$ cat src/rtl/freq_meas_ctrl.sv
// Command sequencer for the reciprocal counter: gates, latches counts, streams an 11-byte snapshot over SPI.
// Latency: gate_en rises 1 cycle after a start, tx_dv 1 cycle after each rx_dv; no backpressure (SPI paces reads).
// Optional: FREQ_CTRL_TIMEOUT_EN adds a cnt_done watchdog in WAIT_DONE.
module freq_meas_ctrl #(
   parameter int CNT_W          = 34,
   parameter int GATE_CYCLES    = 27000000,
   parameter int HOLDOFF_CYCLES = 16,
   parameter int TIMEOUT_CYCLES = 54000000
) (
   input  logic             sys_clk,
   input  logic             sys_rst,
   output logic             gate_en,
   input  logic             cnt_done,
   input  logic [CNT_W-1:0] stand_cnt,
   input  logic [CNT_W-1:0] test_cnt,
   input  logic             rx_dv,
   input  logic [7:0]       rx_byte,
   output logic             tx_dv,
   output logic [7:0]       tx_byte,
   output logic             busy,
   output logic             result_valid
);

   localparam int MAXA = (GATE_CYCLES > HOLDOFF_CYCLES) ? GATE_CYCLES : HOLDOFF_CYCLES;
`ifdef FREQ_CTRL_TIMEOUT_EN
   localparam int MAXC = (MAXA > TIMEOUT_CYCLES) ? MAXA : TIMEOUT_CYCLES;
`else
   localparam int MAXC = (TIMEOUT_CYCLES > 0) ? MAXA : MAXA;
`endif
   localparam int CW = $clog2(MAXC + 1);

   typedef enum logic [2:0] {S_IDLE, S_GATE, S_WAIT, S_LATCH, S_HOLD} state_t;

   state_t           state, state_nxt;
   logic [CW-1:0]    cnt, cnt_nxt;
   logic             cmd_vld, snap, start_cmd, cont_nxt, latch_evt;
   logic             cont_mode, overrun, timeout_err, unread, rd_active;
   logic [CNT_W-1:0] res_stand, res_test;
   logic [3:0]       ptr, ptr_inc;
   logic [7:0]       shadow [0:10];
   logic [7:0]       status;
   logic [39:0]      stand_ext, test_ext;
`ifdef FREQ_CTRL_TIMEOUT_EN
   logic             timeout_evt;
`endif

   // bytes arriving during a read stream are dummies and never decoded
   assign cmd_vld   = rx_dv & ~rd_active;
   assign snap      = cmd_vld && (rx_byte == 8'h10);
   assign start_cmd = cmd_vld && ((rx_byte == 8'h01) || (rx_byte == 8'h02));
   assign busy      = (state == S_GATE) || (state == S_WAIT);
   assign status    = {4'b0000, timeout_err, overrun, cont_mode, result_valid};
   assign stand_ext = 40'(res_stand);
   assign test_ext  = 40'(res_test);
   assign ptr_inc   = ptr + 4'd1;

   always_comb begin
      cont_nxt = cont_mode;
      if (cmd_vld && (rx_byte == 8'h02))
         cont_nxt = 1'b1;
      else if (cmd_vld && (rx_byte == 8'h03))
         cont_nxt = 1'b0;
   end

   always_ff @(posedge sys_clk or posedge sys_rst) begin
      if (sys_rst) begin
         state <= S_IDLE;
         cnt   <= '0;
      end else begin
         state <= state_nxt;
         cnt   <= cnt_nxt;
      end
   end

   always_comb begin
      state_nxt = state;
      cnt_nxt   = cnt + CW'(1);
      latch_evt = 1'b0;
`ifdef FREQ_CTRL_TIMEOUT_EN
      timeout_evt = 1'b0;
`endif
      case (state)
         S_IDLE: begin
            cnt_nxt = '0;
            if (start_cmd)
               state_nxt = S_GATE;
         end
         S_GATE: begin
            if (cnt == CW'(GATE_CYCLES - 1)) begin
               state_nxt = S_WAIT;
               cnt_nxt   = '0;
            end
         end
         S_WAIT: begin
            if (cnt_done) begin
               state_nxt = S_LATCH;
               cnt_nxt   = '0;
            end
`ifdef FREQ_CTRL_TIMEOUT_EN
            else if (cnt == CW'(TIMEOUT_CYCLES - 1)) begin
               timeout_evt = 1'b1;
               cnt_nxt     = '0;
               state_nxt   = cont_nxt ? S_HOLD : S_IDLE;
            end
`else
            else
               cnt_nxt = '0;
`endif
         end
         S_LATCH: begin
            latch_evt = 1'b1;
            cnt_nxt   = '0;
            state_nxt = cont_nxt ? S_HOLD : S_IDLE;
         end
         S_HOLD: begin
            if (!cont_nxt) begin
               state_nxt = S_IDLE;
               cnt_nxt   = '0;
            end else if (cnt == CW'(HOLDOFF_CYCLES - 1)) begin
               state_nxt = S_GATE;
               cnt_nxt   = '0;
            end
         end
         default: begin
            state_nxt = S_IDLE;
            cnt_nxt   = '0;
         end
      endcase
   end

   always_ff @(posedge sys_clk or posedge sys_rst) begin
      if (sys_rst) begin
         gate_en      <= 1'b0;
         result_valid <= 1'b0;
         cont_mode    <= 1'b0;
         overrun      <= 1'b0;
         unread       <= 1'b0;
         rd_active    <= 1'b0;
         ptr          <= 4'd0;
         tx_dv        <= 1'b0;
         tx_byte      <= 8'h00;
         res_stand    <= '0;
         res_test     <= '0;
      end else begin
         gate_en   <= (state_nxt == S_GATE);
         cont_mode <= cont_nxt;
         tx_dv     <= 1'b0;
         if (latch_evt) begin
            res_stand    <= stand_cnt;
            res_test     <= test_cnt;
            result_valid <= 1'b1;
         end
         // a snapshot coincident with LATCH reads the old result, so the new one is unread
         unread  <= latch_evt | (unread & ~snap);
         overrun <= ~snap & (overrun | (latch_evt & unread));
         if (snap) begin
            ptr       <= 4'd0;
            rd_active <= 1'b1;
            tx_dv     <= 1'b1;
            tx_byte   <= status;
         end else if (rx_dv && rd_active) begin
            tx_dv <= 1'b1;
            if (ptr == 4'd10) begin
               rd_active <= 1'b0;
               tx_byte   <= 8'h00;
            end else begin
               ptr     <= ptr_inc;
               tx_byte <= shadow[ptr_inc];
            end
         end
      end
   end

   always_ff @(posedge sys_clk) begin
      if (snap) begin
         shadow[0]  <= status;
         shadow[1]  <= stand_ext[39:32];
         shadow[2]  <= stand_ext[31:24];
         shadow[3]  <= stand_ext[23:16];
         shadow[4]  <= stand_ext[15:8];
         shadow[5]  <= stand_ext[7:0];
         shadow[6]  <= test_ext[39:32];
         shadow[7]  <= test_ext[31:24];
         shadow[8]  <= test_ext[23:16];
         shadow[9]  <= test_ext[15:8];
         shadow[10] <= test_ext[7:0];
      end
   end

`ifdef FREQ_CTRL_TIMEOUT_EN
   always_ff @(posedge sys_clk or posedge sys_rst) begin
      if (sys_rst)
         timeout_err <= 1'b0;
      else
         timeout_err <= (timeout_err & ~snap) | timeout_evt;
   end
`else
   assign timeout_err = 1'b0;
`endif

endmodule

$ cat config.mk
export PLATFORM = sky130hd
export DESIGN_NAME = freq_meas_ctrl
export DESIGN_NICKNAME = d
export VERILOG_FILES = /design/src/rtl/freq_meas_ctrl.sv
export SDC_FILE = /design/constraint.sdc
export NUM_CORES = 1
export LEC_CHECK = 0
export BUFFER_PORTS_ARGS = -buffer_cell sky130_fd_sc_hd__buf_2
export CAP_MARGIN = 20
export CORE_UTILIZATION = 41
export DETAILED_ROUTE_END_ITERATION = 7
export GPL_TIMING_DRIVEN = 0
export SKIP_CTS_REPAIR_TIMING = 1
export SLEW_MARGIN = 20
export SYNTH_ARGS = -nofsm -noshare
export SYNTH_HDL_FRONTEND = slang
export SYNTH_SLANG_ARGS = --single-unit
export TNS_END_PERCENT = 30
$ cat constraint.sdc
create_clock -name sys_clk -period 6.66 [get_ports sys_clk]
set_input_delay 1.332 -clock sys_clk [delete_from_list [all_inputs] [get_ports sys_clk]]
set_output_delay 1.332 -clock sys_clk [all_outputs]
set_load 0.02 [all_outputs]
==> run_results.csv <==
group,metric,value,unit
global_routing,grt_antenna_before_repair,0,
timing,tightest_slew,0.930,ns
floorplanning,top_level_ports,92,
timing,grt_setup_unrepaired,"no",
place,globalplace.congestion,0.815,
min_path,hold_path.class,"reg2reg",
cts,cts_buffers,17,
worst_setup_path,r2r_setup_slack,2.94,ns
logic_synthesis,synth_nets,755,
timing,setup_violations,0,
timing,fin_tns_setup,0,ns
cts,htreeDepth,4,
floorplanning,die_w,138,um
worst_setup_path,reg2regPathDepth,9,
timing,hold_viol_final,0,
route,firstDrtPassIters,5,
global_routing,grt_pass1_vias,5189,
global_routing,grt_pass1_wl,26.9,mm
flow_run,drv_cap,0,
min_path,holdCritStartpoint,"res_test[30]",
route,drt-vias-per-instance,5.01,
worst_setup_path,worstPathArrival,4.07,ns
worst_setup_path,crit_type,"reg2reg",
worst_setup_path,worst-path-buf-inv,4,
layout,num_antenna_cells,0,
floorplanning,coreArea,18000,um^2
power,p_per_area,307,nW/um^2
timing,fmax,0.269,GHz
cts,cts_tree,"built",
route,met2WireLength,8.49,mm
cts,clkLatencyLatePin,0.43,ns
logic_synthesis,synth_top_area_share,38.1,%
worst_setup_path,r2r_end,"tx_byte[0]",
timing,slew_headroom,38.0,%
route,wire_per_inst,16.3,um
power,ir_worst_vdd,0.192,mV
floorplanning,die_y,138,um
min_path,hold_end,"shadow[7][6]",
power,p_total,2.76,mW
route,route.antenna.remaining_nets,0,
worst_setup_path,endpoint_kind,"flip-flop",
min_path,hold_path_depth,0,
route,highest_layer,"met4",
route,dr_wl_met3,723,um
layout,area_growth,19.0,%
route,wl_met1,7.34,mm
timing,report.final.slew_viol_count,0,
status,status,"complete, no violations",
cts,cts-root-buf,"clkbuf_16",
layout,fin_nets,867,
logic_synthesis,ys_seq_area_share,66.4,%
logic_synthesis,syn_inst,672,
place,portBuffers,91,
timing,layout_min_cycle_time,3.72,ns
logic_synthesis,synth_top_area_cell,"dfrtp_1",
route,vias,5137,
timing,finalClockSkew,0.00768,ns
worst_setup_path,critPathLaunchType,"flip-flop",
cts,path_clk_slew,0.06,ns
cts,cts_sinks,186,
worst_setup_path,timing.critical_path.from,"ptr[0]",
layout,drive_above_1_share,17.7,%
worst_setup_path,crit_top_cell,"clkbuf_1",
worst_setup_path,crit_required,7.01,ns
global_routing,grtUsageTotal,19.3,%
logic_synthesis,yosys_warnings,0,
power,power.leakage,3.46,nW
route,drt-total-wl,16.7,mm
worst_setup_path,crit_family,"buffers and inverters",
logic_synthesis,synth_edf_count,71,
cts,cts_buffer_depth,2,
worst_setup_path,max_stage_delay,0.77,ns
logic_synthesis,synth-async-reset-ratio,61.8,%
floorplanning,die_area,18900,um^2
logic_synthesis,synth_area,7540,um^2
timing,fin_crit_sh,55.9,%
worst_setup_path,path_max_fanout,10,
global_routing,grt_max_degree,61,
floorplanning,initial_core_util,41.9,%
logic_synthesis,synthTopCellsByArea,"dfrtp_1 (38%), edfxtp_1 (28%), nand2_1 (11%)",
logic_synthesis,synth_seq_cells,186,
floorplanning,row_count,49,
logic_synthesis,synth.distinct_cells,45,
route,drcViolationCount,0,
worst_setup_path,critPathSlowestCell,"a2111oi_0",
logic_synthesis,synth_flop_cell,"dfrtp_1",
worst_setup_path,crit_chain,"clkbuf_1 -> clkbuf_1 -> inv_1 -> ha_1 -> buf_1 -> nor2_1 -> a2111oi_0 -> a221oi_1 -> o21ai_0",
place,hpwl,11.7,mm
global_routing,gr-total-overflow,0,
route,drt_iter0_drc,297,
logic_synthesis,syn_avg_cell_area,11.2,um^2
worst_setup_path,rr_startpoint,"ptr[0]",
-- layout make-up --
type | instances | area, um^2
plain buffers | 27 | 120
multi-input cells | 449 | 2380
repair buffers | 93 | 510
flip-flops and latches | 186 | 5010
inverters | 10 | 42.5
well taps | 229 | 287
clock buffers | 20 | 457
clock inverters | 12 | 171
fillers | 1624 | 9050
-- logic make-up after synthesis --
logic type	after synthesis	synth area share, %
AND/OR/NAND/NOR	340	19.2
flip-flops	186	66.4
AO/OA/AOI/OAI	52	4.39
buffers and inverters	37	2.06
XOR/XNOR	27	3.13
multiplexers	27	4.34
adder cells (fa/ha/maj)	3	0.498
-- how the worst max path moves through the flow --
stage                               end  slack [ns]  cells after the start
after floorplan                  cnt[0]        2.28                      1
after global placement    res_stand[24]        0.88                      2
after detailed placement     tx_byte[0]        2.93                      9
after CTS                    tx_byte[0]        2.87                      9
after global routing         tx_byte[5]        2.65                      9
final                        tx_byte[0]        2.94                      9
-- layer usage --
| metal | track usage (%) | vias up |
|---|---|---|
| li1 | - | 2508 |
| met2 | 31.9 | 120 |
| met4 | 6.65 | 0 |
| met3 | 3.97 | 15 |
| met5 | 0 | - |
| met1 | 25.2 | 2494 |
-- flip-flops by register name, indices dropped and copies added, names as in the netlist --
signal,flops
gate_en,1
shadow,71
result_valid,1
overrun,1
res_test,34
res_stand,34
unread,1
cont_mode,1
state,3
ptr,4
cnt,25
rd_active,1
tx_byte,8
tx_dv,1
-- layout by cell type (no fill, tap or decap), types with 8 or more instances in the layout --
master	count
xor2_1	9
a221oi_1	8
nor2_1	45
nand3_1	13
xnor2_1	18
buf_2	91
clkbuf_1	21
o21ai_0	23
edfxtp_1	71
a21oi_1	11
nor4_1	8
nand2_1	229
dfrtp_1	115
nor3_1	9
clkbuf_16	17
inv_1	8
mux2i_1	17
-- synth_stat cells (all sizes together), types with 7 or more instances --
| cell | instances |
|---|---|
| nand2 | 229 |
| nor4 | 8 |
| inv | 9 |
| edfxtp | 71 |
| nand3 | 13 |
| a221oi | 8 |
| buf | 7 |
| a21oi | 11 |
| nor3 | 9 |
| xnor2 | 18 |
| o21ai | 23 |
| dfrtp | 115 |
| nor2 | 45 |
| mux2i | 17 |
| clkbuf | 20 |
| xor2 | 9 |
-- where the power goes --
group	leakage, nW	total, mW	switching, mW	internal (mW)
Combinational	1.52	0.441	0.277	0.164
Clock	0.304	1.07	0.419	0.647
Sequential	1.63	1.25	0.0307	1.22
-- metrics by stage --
| stage | setup slack [ns] | util (%) | hold slack (ns) | instances | instance area (um^2) |
|---|---|---|---|---|---|
| after floorplan | 2.28 | - | 0.425 | 672 | 7540 |
| after global placement | 0.882 | 46.0 | 0.430 | 992 | 8290 |
| after detailed placement | 2.93 | 46.3 | 0.429 | 994 | 8350 |
| after CTS | 2.87 | 49.8 | 0.447 | 1026 | 8980 |
| after global routing | 2.65 | 49.8 | 0.451 | 1026 | 8980 |
| final | 2.94 | 49.8 | 0.446 | 1026 | 8980 |
Note: power is estimated with default switching activity, not from simulation.
